===== src/rtl/branch_resolve_queue.sv =====
// In-order queue of branch predictions awaiting resolution. It drives the history-table
// update strobe, flags mispredicts and orphan resolutions, and counts mispredicts with saturation.
module branch_resolve_queue #(
  parameter int DEPTH = 4,
  parameter int PC_W  = 4,
  parameter int CNT_W = 16
) (
  input  logic                     CLK,
  input  logic                     RST,
  input  logic                     Pred_valid,
  input  logic [PC_W-1:0]          Pred_PC,
  input  logic                     Pred_taken,
  output logic                     Pred_ready,
  input  logic                     Res_valid,
  input  logic                     Res_taken,
  output logic                     Update_en,
  output logic                     Update_taken,
  output logic [PC_W-1:0]          Update_PC,
  output logic                     Mispredict,
  output logic                     Res_orphan,
  output logic [$clog2(DEPTH):0]   Occupancy,
  output logic [CNT_W-1:0]         Mispredict_cnt
);

  localparam int PTR_W = $clog2(DEPTH);
  localparam int OCC_W = PTR_W + 1;

  typedef enum logic {RUN, FLUSH} state_t;

  state_t           state;
  logic [PTR_W-1:0] head;
  logic [PTR_W-1:0] tail;
  logic [PC_W-1:0]  pc_mem    [DEPTH];
  logic             taken_mem [DEPTH];

  logic push;
  logic pop;
  logic orphan;
  logic mis;

  function automatic logic [CNT_W-1:0] sat_inc(input logic [CNT_W-1:0] v);
    return (&v) ? v : v + 1'b1;
  endfunction

  assign Pred_ready = (state == RUN) && (Occupancy != OCC_W'(DEPTH));

  always_comb begin
    push   = Pred_valid && Pred_ready;
    pop    = Res_valid && (state == RUN) && (Occupancy != '0);
    orphan = Res_valid && !pop;
    mis    = pop && (Res_taken != taken_mem[head]);
  end

  // Entry storage carries no reset; a push coinciding with a flush is thrown away
  always_ff @(posedge CLK) begin
    if (push && !mis) begin
      pc_mem[tail]    <= Pred_PC;
      taken_mem[tail] <= Pred_taken;
    end
  end

  always_ff @(posedge CLK or negedge RST) begin
    if (!RST) begin
      state          <= RUN;
      head           <= '0;
      tail           <= '0;
      Occupancy      <= '0;
      Update_en      <= 1'b0;
      Update_taken   <= 1'b0;
      Update_PC      <= '0;
      Mispredict     <= 1'b0;
      Res_orphan     <= 1'b0;
      Mispredict_cnt <= '0;
    end else begin
      Update_en  <= pop;
      Mispredict <= mis;
      Res_orphan <= orphan;
      if (pop) begin
        Update_PC    <= pc_mem[head];
        Update_taken <= Res_taken;
      end
      if (mis) begin
        // Wrong-path entries behind the mispredicted branch are dropped wholesale
        Mispredict_cnt <= sat_inc(Mispredict_cnt);
        state          <= FLUSH;
        head           <= tail;
        Occupancy      <= '0;
      end else begin
        state <= RUN;
        if (push) tail <= tail + 1'b1;
        if (pop)  head <= head + 1'b1;
        case ({push, pop})
          2'b10:   Occupancy <= Occupancy + 1'b1;
          2'b01:   Occupancy <= Occupancy - 1'b1;
          default: Occupancy <= Occupancy;
        endcase
      end
    end
  end

endmodule

===== config.mk =====
export PLATFORM = sky130hd
export DESIGN_NAME = branch_resolve_queue
export DESIGN_NICKNAME = d
export VERILOG_FILES = /design/src/rtl/branch_resolve_queue.sv
export SDC_FILE = /design/constraint.sdc
export NUM_CORES = 1
export LEC_CHECK = 0
export BUFFER_PORTS_ARGS = -buffer_cell sky130_fd_sc_hd__buf_2
export CORE_MARGIN = 1.5
export CORE_UTILIZATION = 55
export DETAILED_ROUTE_END_ITERATION = 7
export HOLD_SLACK_MARGIN = 0.03
export PLACE_DENSITY = 0.82
export REMOVE_ABC_BUFFERS = 1
export SKIP_LAST_GASP = 1
export SLEW_MARGIN = 20
export SYNTH_ARGS = -nofsm -noshare
export SYNTH_HDL_FRONTEND = slang
export SYNTH_SLANG_ARGS = --single-unit

===== constraint.sdc =====
create_clock -name CLK -period 2.9 [get_ports CLK]
set_clock_uncertainty 0.2 [all_clocks]
set_input_delay 0.58 -clock CLK [delete_from_list [all_inputs] [get_ports CLK]]
set_output_delay 0.58 -clock CLK [all_outputs]
set_load 0.03 [all_outputs]

; ---- After elaboration in Yosys (flattened, before gate mapping)
; Memory sizes are Yosys's and may differ from the RTL's. A register that Yosys moved wholly into a read port is not among the register bits.
; Cells that the tools add are included.
[totals]
word_cells = 46
ram_bits = 20
regBits = 28
memories = 2
[op_classes]
mux = 7
n_eq_ne = 4
reduce_logical = 16
n_addsub = 5
bitwise = 3
[memory_table]
columns = memory, depth, word_bits, read_ports, rd_ports_with_merged_regs, wr, line
row1 = pc_mem, 4, 4, 1, 1, 1, 33  ; logic [PC_W-1:0] pc_mem [DEPTH];
row2 = taken_mem, 4, 1, 1, 0, 1, 34  ; logic taken_mem [DEPTH];
[ops]
columns = cell, n
row1 = $add 16x1->16 const B, 1
row2 = $reduce_and 16->1, 1
row3 = $logic_and 1x1->1, 7
row4 = $pmux 3 s2, 1
row5 = $reduce_bool 3->1, 2
row6 = $add 2x1->2 const B, 2
row7 = $mux 2, 2
row8 = $reduce_and 2->1, 2
row9 = $add 3x1->3 const B, 1
row10 = $logic_not 1->1, 3
row11 = $mux 1, 3
row12 = $mux 3, 1
row13 = $ne 3x3->1 const B, 1
row14 = $not 1->1, 3
row15 = $sub 3x1->3 const B, 1
row16 = $eq 2x1->1 const B, 1
row17 = $eq 2x2->1 const B, 1
row18 = $reduce_bool 2->1, 1
row19 = $ne 1x1->1, 1

; ---- Longest topological paths before layout
; Gate-level depths: netlist of the first run.
[depth]
ltp_word = 8
depth_mapped = 9
ltp_nobuf = 7

; ---- Least setup slack after synthesis of the first run
; Ideal clock, no wire load.
[synth_path]
path_kind = register to register
start = register Occupancy[1]
end = register Occupancy[2]
t_required_ns = 2.622
path_stages_with_launch = 9
arrival_ns = 2.499
period_less_slack_ns = 2.777
n_path_buf = 2
setup_time_ns = 0.078
path_slack_ns = 0.123
cell_sequence = dfrtp_1 > o311ai_2 > buf_2 > clkbuf_1 > nor2_1 > fa_1 > and3_1 > or3_1 > a21oi_1
[synth_via]
elab_chain_len = 6
[synth_lines]
columns = element, line
row1 = start: declaration, 21  ; output logic [$clog2(DEPTH):0] Occupancy,
row2 = start signal: assignment, 93  ; 2'b10: Occupancy <= Occupancy + 1'b1;
row3 = start signal: assignment, 94  ; 2'b01: Occupancy <= Occupancy - 1'b1;
row4 = start signal: assignment, 95  ; default: Occupancy <= Occupancy;
row5 = $ne 3x3->1, 45  ; assign Pred_ready = (state == RUN) && (Occupancy != OCC_W'(DEPTH));
row6 = $logic_and 1x1->1, 45
row7 = $logic_and 1x1->1, 48  ; push = Pred_valid && Pred_ready;
row8 = $eq 2x1->1 / $eq 2x2->1 (equally long branches), 92  ; case ({push, pop})
row9 = $pmux 3 s2, 92
row10 = $mux 3, 82  ; if (mis) begin
; Parallel ways exist; a longest one is shown, timed or not.
; A chain may end at the register's enable or synchronous reset.

; ---- Final worst setup path of the first run
[layout_path]
start = register head[1]
end = memory pc_mem[3][0], enable pin
[layout_via]
elab_chain_len = 7
[layout_lines]
columns = element, line
row1 = start: declaration, 31  ; logic [PTR_W-1:0] head;
row2 = start signal: assignment, 86  ; head <= tail;
row3 = start signal: assignment, 91  ; if (pop) head <= head + 1'b1;
row4 = $mem_v2 4x1, --
row5 = $ne 1x1->1, 51  ; mis = pop && (Res_taken != taken_mem[head]);
row6 = $logic_and 1x1->1, 51
row7 = net mis, 39  ; logic mis;
row8 = $logic_not 1->1, 56  ; if (push && !mis) begin
row9 = $logic_and 1x1->1, 56
row10 = $mux 1, 56
row11 = $mux 1 (not written as such), 57  ; pc_mem[tail] <= Pred_PC;
row12 = end: declaration, 33
; The timed path passes the listed nets, and every way through them passes these cells.

==> results of run 1 <==
## metal layers
metal,global-route usage,share of wire,vias up
met4,0.0725,0.012,0
met5,0,0,-
li1,-,-,718
met3,0.0543,0.037,5
met2,0.306,0.52,31
met1,0.219,0.43,723
## how the worst max path moves through the flow
stage | slack [ns] | endpoint | startpoint | cells after the start
3_5_place_dp | 0.45 | pc_mem[3][1] | head[1] | 5
3_3_place_gp | 0.58 | pc_mem[2][0] | head[1] | 5
5_1_grt | 0.30 | taken_mem[0] | head[1] | 5
6_report | 0.44 | pc_mem[3][0] | head[1] | 5
2_1_floorplan | 0.03 | Occupancy[2] | Occupancy[1] | 6
4_1_cts | 0.42 | pc_mem[3][2] | head[1] | 5
## placed cells by master (no fill, tap or decap), drive strengths merged, types with 2 or more instances in the layout
master  synthesis  final
a211oi          2      2
nand3           7      7
clkinv          0      2
a21oi           2      2
nor2b           3      3
clkbuf          2      5
xor2            5      5
o311ai          2      2
nand4           9      9
inv             6      6
and3            3      3
mux2            4      4
buf             3     39
nor4            2      2
nor3            4      4
o21ai           2      2
mux2i           5      5
and4            2      2
ha              5      5
nand2          21     21
nor2            7      7
edfxtp         20     20
and2            7      7
dfrtp          31     31
mux4            4      4
xnor2          13     13
## cells by family (layout without fill, tap and decap cells)
logic type               Yosys count  after routing  share of synthesized area
buffers and inverters             11             53                     0.0218
adder cells (fa/ha/maj)            6              6                     0.0351
XOR/XNOR                          18             18                     0.0670
multiplexers                      13             13                     0.0883
AO/OA/AOI/OAI                     11             11                     0.0420
flip-flops                        51             51                      0.585
AND/OR/NAND/NOR                   67             67                      0.161
## through the flow
stage | total power, mW | setup slack, ns | hold WS, ns | utilization | area, um2
global placement | 2.19 | 0.576 | 0.256 | 0.637 | 2590
global route | 2.77 | 0.296 | 0.143 | 0.659 | 2680
CTS | 2.61 | 0.417 | 0.127 | 0.659 | 2680
finish | 2.59 | 0.436 | 0.0940 | 0.659 | 2680
detailed placement | 2.22 | 0.450 | 0.263 | 0.637 | 2590
floorplan | 1.91 | 0.0274 | 0.0844 | - | 2320
## critical path, delay by kind of cell, from the launching register on
family / cells / cell delay, ns
flip-flops: 1 / 0.53
multiplexers: 2 / 0.74
AND/OR/NAND/NOR: 3 / 0.74
## area by class of cell
cell class | instances | area, um2 | area share
clock buffer | 5 | 68.8 | 0.0257
tap | 50 | 62.6 | 0.0234
sequential | 51 | 1380 | 0.514
timing repair buffer | 39 | 200 | 0.0748
multi-input combinational | 115 | 925 | 0.346
clock inverter | 3 | 20.0 | 0.00748
inverter | 6 | 22.5 | 0.00842
## sequential cells by signal (all words and copies together), names as in the netlist
| register | cells |
|---|---|
| Occupancy | 3 |
| taken_mem | 4 |
| head | 2 |
| pc_mem | 16 |
| tail | 2 |
| Res_orphan | 1 |
| Update_PC | 4 |
| Mispredict | 1 |
| Mispredict_cnt | 16 |
| Update_en | 1 |
| Update_taken | 1 |
## power breakdown
group          internal [mW]  switching, mW  leakage (nW)
combinational          0.415          0.660         0.583
sequential             0.943          0.180         0.582
clock                  0.168          0.225        0.0418
total                   1.53           1.06          1.21
==> results.ini, run 1 <==
[run_status]
status=finished, final reports clean

[global_routing]
grt_max_degree=32
grt_pass1_wl_um=6150
overflow=0
antenna_found_initial=0
grt_pass1_vias=1403
grtUsageTotal=0.183

[worst_setup_path]
end_kind=register
reg2reg_to=pc_mem[3][0]
crit_slowest_cell=dfrtp_1
r2r_slack_ns=0.44
r2r_cells=5
timing.rr.start=head[1]
crit_type=reg2reg
startpoint_type=register
worstPathCellList=mux2i_1 -> mux2_4 -> nor3_4 -> nor2b_4 -> and2_2
cp_max_fo=8
crit_arrival_ns=2.32
worstPathRequired_ns=2.75
timing.critical_path.slowest_cell_delay_ns=0.53

[routing]
wl_um=3800
drt_iter0_drc=117
wl_per_cell_um=14.1
vias=1477
drcViolationCount=0
viasPerCell=5.49
drt_pass1_iterations=4
ant_nets=0

[yosys]
synth-seq-cells=51
avgSynthCellArea_um2=13.3
synthMostInstantiatedCell=dfrtp_1
syn-cell-area_um2=2350
yosys.area.top_type=dfrtp_1
syn_inst=177
async_reset_ff_frac=0.608
synth-main-ff-cell=dfrtp_1
yosysTopAreaCellShare=0.330
synth_common_cells=dfrtp_1 (31), nand2_1 (21), edfxtp_1 (20), xnor2_1 (13), nand4_1 (9)
synth-edff-count=20
synth-seq-area-share=0.585
synthTopCellsByArea=dfrtp_1 (33%), edfxtp_1 (26%), xnor2_1 (4.8%)
synth_warnings=0
yosysUniqueCellTypes=37

[timing]
slew_violations=0
worstMarginPinSlew_ns=0.652
final.setup.tns_ns=0
setup_viol=0
finalHoldViolCount=0
period_share=0.850
max_freq_ghz=0.406
period_needed_ns=2.46
rsz0062_at_grt=false
relSlewSlack=0.565

[cts]
post_cts_buffers=0
cts_hold_buf=0
cts_tree=yes
ctsResizeCount=0
cts_buffers=5
cts_max_level=2
clockBufferDepth=2
cts.sinks=51
clockRootBuffer=clkbuf_8
clkLatencyLatePin_ns=0.30
clkTransAtPathRegs_ns=0.09

[floorplan]
fp.dieH_um=68.4
core-area_um2=4060
die_area_um2=4680
start_util=0.580
num_rows=23
die_w_um=68.4
top_level_ports=38

[placed_design]
gp_congestion=0.800
numPortBuffers=37
dp_hpwl_um=2800
dp_cells=261

[power_and_ir_drop]
p_leak_nw=1.21
p_per_area_nw_per_um2=969
irDropWorstVdd_v=0.000473

[run]
maxCapViolCount=0

[layout]
fill_cells=313
final_cells=269
syn_to_final_growth_pct=13.7
antenna-diode-count=0
fin_nets=234
layout-drive-gt1-share=0.279

[min_path]
hp-class=in2async

Power figures use the tool's default switching activity.
==> inputs of run 2 (changes only) <==
clock period = 2.3 ns   (was 2.9 ns; I/O delays follow)
==> results.ini, run 2 (same netlist as run 1, synthesis figures left out) <==
[run_status]
status=finished, final reports clean

[layout]
reg_top3=Mispredict_cnt: 16 flops, pc_mem: 16 flops
antenna-diode-count=0
stdcell_area_um2=2750
seq_area_um2=1380
syn_to_final_growth_pct=16.8
layout_commonest_cell=buf_2
fill_cells=309
final_cells=274
fin_nets=239
multi_input_area_um2=937
layout_common_cells=buf_2 (37), dfrtp_1 (31), nand2_1 (21)
layout-drive-gt1-share=0.304

[global_routing]
grt_pass1_wl_um=6090
overflow=0
grt_max_degree=32
antenna_found_initial=0
grt_pass1_vias=1380
grtUsageTotal=0.182

[worst_setup_path]
crit_type=reg2reg
cp_max_fo=6
worstPathRequired_ns=2.16
startpoint_type=register
timing.rr.start=head[1]
r2r_cells=5
reg2reg_to=pc_mem[1][2]
crit_arrival_ns=2.08
r2r_slack_ns=0.08
end_kind=register

[cts]
clockRootBuffer=clkbuf_8
clkLatencyLatePin_ns=0.30
clockBufferDepth=2
cts_tree=yes
cts_buffers=5
post_cts_buffers=0
clkTransAtPathRegs_ns=0.09
cts_max_level=2
cts.sinks=51

[placed_design]
placed_area_um2=2620
gp_congestion=0.771
dp_cells=265
dp_hpwl_um=2830
numPortBuffers=37
dp_slack_ns=0.0824

[timing]
setup_viol=0
slew_violations=0
relSlewSlack=0.553
final.setup.tns_ns=0
worstMarginPinSlew_ns=0.671
max_freq_ghz=0.450
whs_ns=0.177
finalHoldViolCount=0
fin_ws_ns=0.0772
rsz0062_at_grt=true
period_share=0.966
period_needed_ns=2.22

[floorplan]
top_level_ports=38
fp.dieH_um=68.4
core-area_um2=4060
start_util=0.580
die_w_um=68.4
die_area_um2=4680
num_rows=23

[min_path]
worstHoldPathCells=1
min_to=pc_mem[2][1]
hp-start=Pred_PC[1]
hp-class=in2reg

[power_and_ir_drop]
irDropWorstVdd_v=0.000625
p_leak_nw=1.24
p_per_area_nw_per_um2=1250

[routing]
wl_per_cell_um=14.1
drcViolationCount=0
ant_nets=0
vias=1494
drt_pass1_iterations=4
drt_iter0_drc=84
wl_um=3880
viasPerCell=5.45

[run]
maxCapViolCount=0

-- run 2: cell types whose count changed in the layout (fill, tap and decap cells not counted) --
cell and delta:
dlygate4sd3_1 +1, clkinv_4 -1, buf_4 +4, mux2i_2 +2, mux2i_1 -2, bufinv_16 +1, a211oi_1 -1, clkinv_2 +1
a211oi_2 +1, clkinvlp_4 -1
-- run 2: how the worst max path moves through the flow --
| stage | start | to | slack [ns] | depth (start not counted) |
|---|---|---|---|---|
| detailed placement | Pred_valid | Occupancy[2] | 0.08 | 8 |
| global route | head[1] | Mispredict_cnt[12] | -0.02 | 6 |
| global placement | Pred_valid | Occupancy[2] | 0.15 | 8 |
| CTS | Occupancy[0] | Occupancy[2] | 0.07 | 7 |
| finish | head[1] | pc_mem[1][2] | 0.08 | 5 |
| floorplan | Occupancy[1] | Occupancy[2] | -0.57 | 6 |
-- run 2: routing by layer --
layer	GRT usage	part of all wire
met2	0.314	0.51
met1	0.212	0.44
met5	0	0
met4	0.0675	0.013
met3	0.0543	0.034
-- run 2: power breakdown --
part	internal, mW	leakage [nW]	total [mW]	switching, mW
combinational	0.572	0.604	1.42	0.849
sequential	1.19	0.582	1.41	0.219
clock	0.319	0.0556	0.598	0.280
-- run 2: worst max-delay path: stages, from the launching register on --
cell	delay (ns)
dfrtp_1	0.48
mux2i_1	0.38
mux2_4	0.36
nor3_4	0.22
nor2b_4	0.09
and2_2	0.25
-- run 2: through the flow --
step,utilization,power (mW)
floorplan,-,2.41
global placement,0.645,2.80
detailed placement,0.645,2.85
CTS,0.674,3.45
global route,0.677,3.66
finish,0.677,3.43
-- run 2: what timing repair did --
item / CTS / global route
setup endpoints to repair: 0 / 5
hold endpoints to repair: 31 / 0
resized for setup: 0 / 3
hold buffers: 1 / 0
-- run 2: final cells by class --
class	instances	share of cell area
flip-flops and latches	51	0.501
multi-input cells	115	0.341
repair buffers	44	0.0875
clock buffers	5	0.0251
well taps	50	0.0228
clock inverters	3	0.0141
inverters	6	0.00820
==> inputs of run 3 (changes only) <==
CORE_MARGIN = 5   (was 1.5)
MAX_ROUTING_LAYER = met4   (was default)
==> results.ini, run 3 (same netlist as run 1, synthesis figures left out) <==
[run_status]
status=finished, final reports clean

[floorplan]
die_w_um=75.4
start_util=0.576
core-area_um2=4090
fp.dieH_um=75.4
top_level_ports=38
num_rows=23
die_area_um2=5680

[power_and_ir_drop]
finalPower_mw=3.44
p_leak_nw=1.25
p_per_area_nw_per_um2=1250
irDropWorstVdd_v=0.000795

[placed_design]
dp_cells=268
gp_congestion=0.816
dp_hpwl_um=3210
dp_slack_ns=0.0644
numPortBuffers=37
placed_area_um2=2640

[routing]
wl_um=4350
wl_per_cell_um=15.7
viasPerCell=5.41
drt_pass1_iterations=4
ant_nets=0
drt_iter0_drc=70
drcViolationCount=0
vias=1499

[global_routing]
antenna_found_initial=0
grt_pass1_wl_um=6930
grtUsageTotal=0.172
grt_pass1_vias=1462
grt_max_degree=32
overflow=0

[timing]
fin_ws_ns=0.0932
rsz0062_at_grt=true
finalHoldViolCount=0
relSlewSlack=0.552
period_needed_ns=2.21
period_share=0.959
setup_viol=0
worstMarginPinSlew_ns=0.672
slew_violations=0
max_freq_ghz=0.453

[worst_setup_path]
r2r_cells=5
cp_max_fo=6
worstPathRequired_ns=2.17
end_kind=register
startpoint_type=register
crit_path_start=head[1]
timing.rr.start=head[1]
crit_type=reg2reg
crit_arrival_ns=2.08

[cts]
clockRootBuffer=clkbuf_8
clkTransAtPathRegs_ns=0.10
cts_buffers=5
clockBufferDepth=2
cts_tree=yes
clkLatencyLatePin_ns=0.31
cts_max_level=2
cts.sinks=51
post_cts_buffers=0

[layout]
reg_top3=Mispredict_cnt: 16 flops, pc_mem: 16 flops
fin_nets=242
syn_to_final_growth_pct=17.2
layout-drive-gt1-share=0.317
final_cells=277
stdcell_area_um2=2760
final_util=0.675
layout_commonest_cell=buf_2
antenna-diode-count=0
layout_common_cells=buf_2 (37), dfrtp_1 (31), nand2_1 (21)

[min_path]
hp-start=Pred_PC[2]
hp-class=in2reg
worstHoldPathCells=1

[run]
maxCapViolCount=0

-- run 3: area by class of cell --
type	count	area [um2]
fillers	304	1330
repair buffers	47	263
multi-input cells	115	937
well taps	50	62.6
clock inverters	3	27.5
clock buffers	5	68.8
inverters	6	22.5
flip-flops and latches	51	1380
-- run 3: metal layers --
metal	up-vias	part of all wire	global-route usage
li1	740	-	-
met1	714	0.43	0.228
met2	41	0.50	0.266
met3	4	0.062	0.0435
met4	0	0.0081	0.0466
met5	-	0	-
-- run 3: repair_timing --
action | CTS | global route
setup endpoints to repair | 0 | 6
hold endpoints to repair | 31 | 0
hold buffers | 1 | 0
gates resized for setup | 0 | 3
-- run 3: critical path, stage by stage (launching register included) --
cell     delay (ns)
dfrtp_1        0.46
mux2i_2        0.34
mux2_2         0.42
nor3_4         0.21
nor2b_4        0.09
and2_2         0.25
-- run 3: metrics by stage --
stage,setup TNS (ns),hold WS (ns)
finish,0,0.161
global route,-0.0940,0.154
CTS,0,0.157
detailed placement,0,0.264
global placement,0,0.259
floorplan,-7.92,-0.0356
-- run 3: path summary, 6_finish.rpt --
kind / to / slack [ns]
max reg2reg: pc_mem[3][3] / 0.09
max in group asynchronous: Mispredict_cnt[15] / 0.96
min: pc_mem[3][2] / 0.16
max: pc_mem[3][3] / 0.09
min reg2reg: Mispredict_cnt[5] / 0.28
min in group asynchronous: Mispredict_cnt[5] / 0.51
-- run 3: power breakdown --
part | switching [mW] | internal (mW)
Clock | 0.322 | 0.226
Combinational | 0.892 | 0.597
Sequential | 0.214 | 1.19
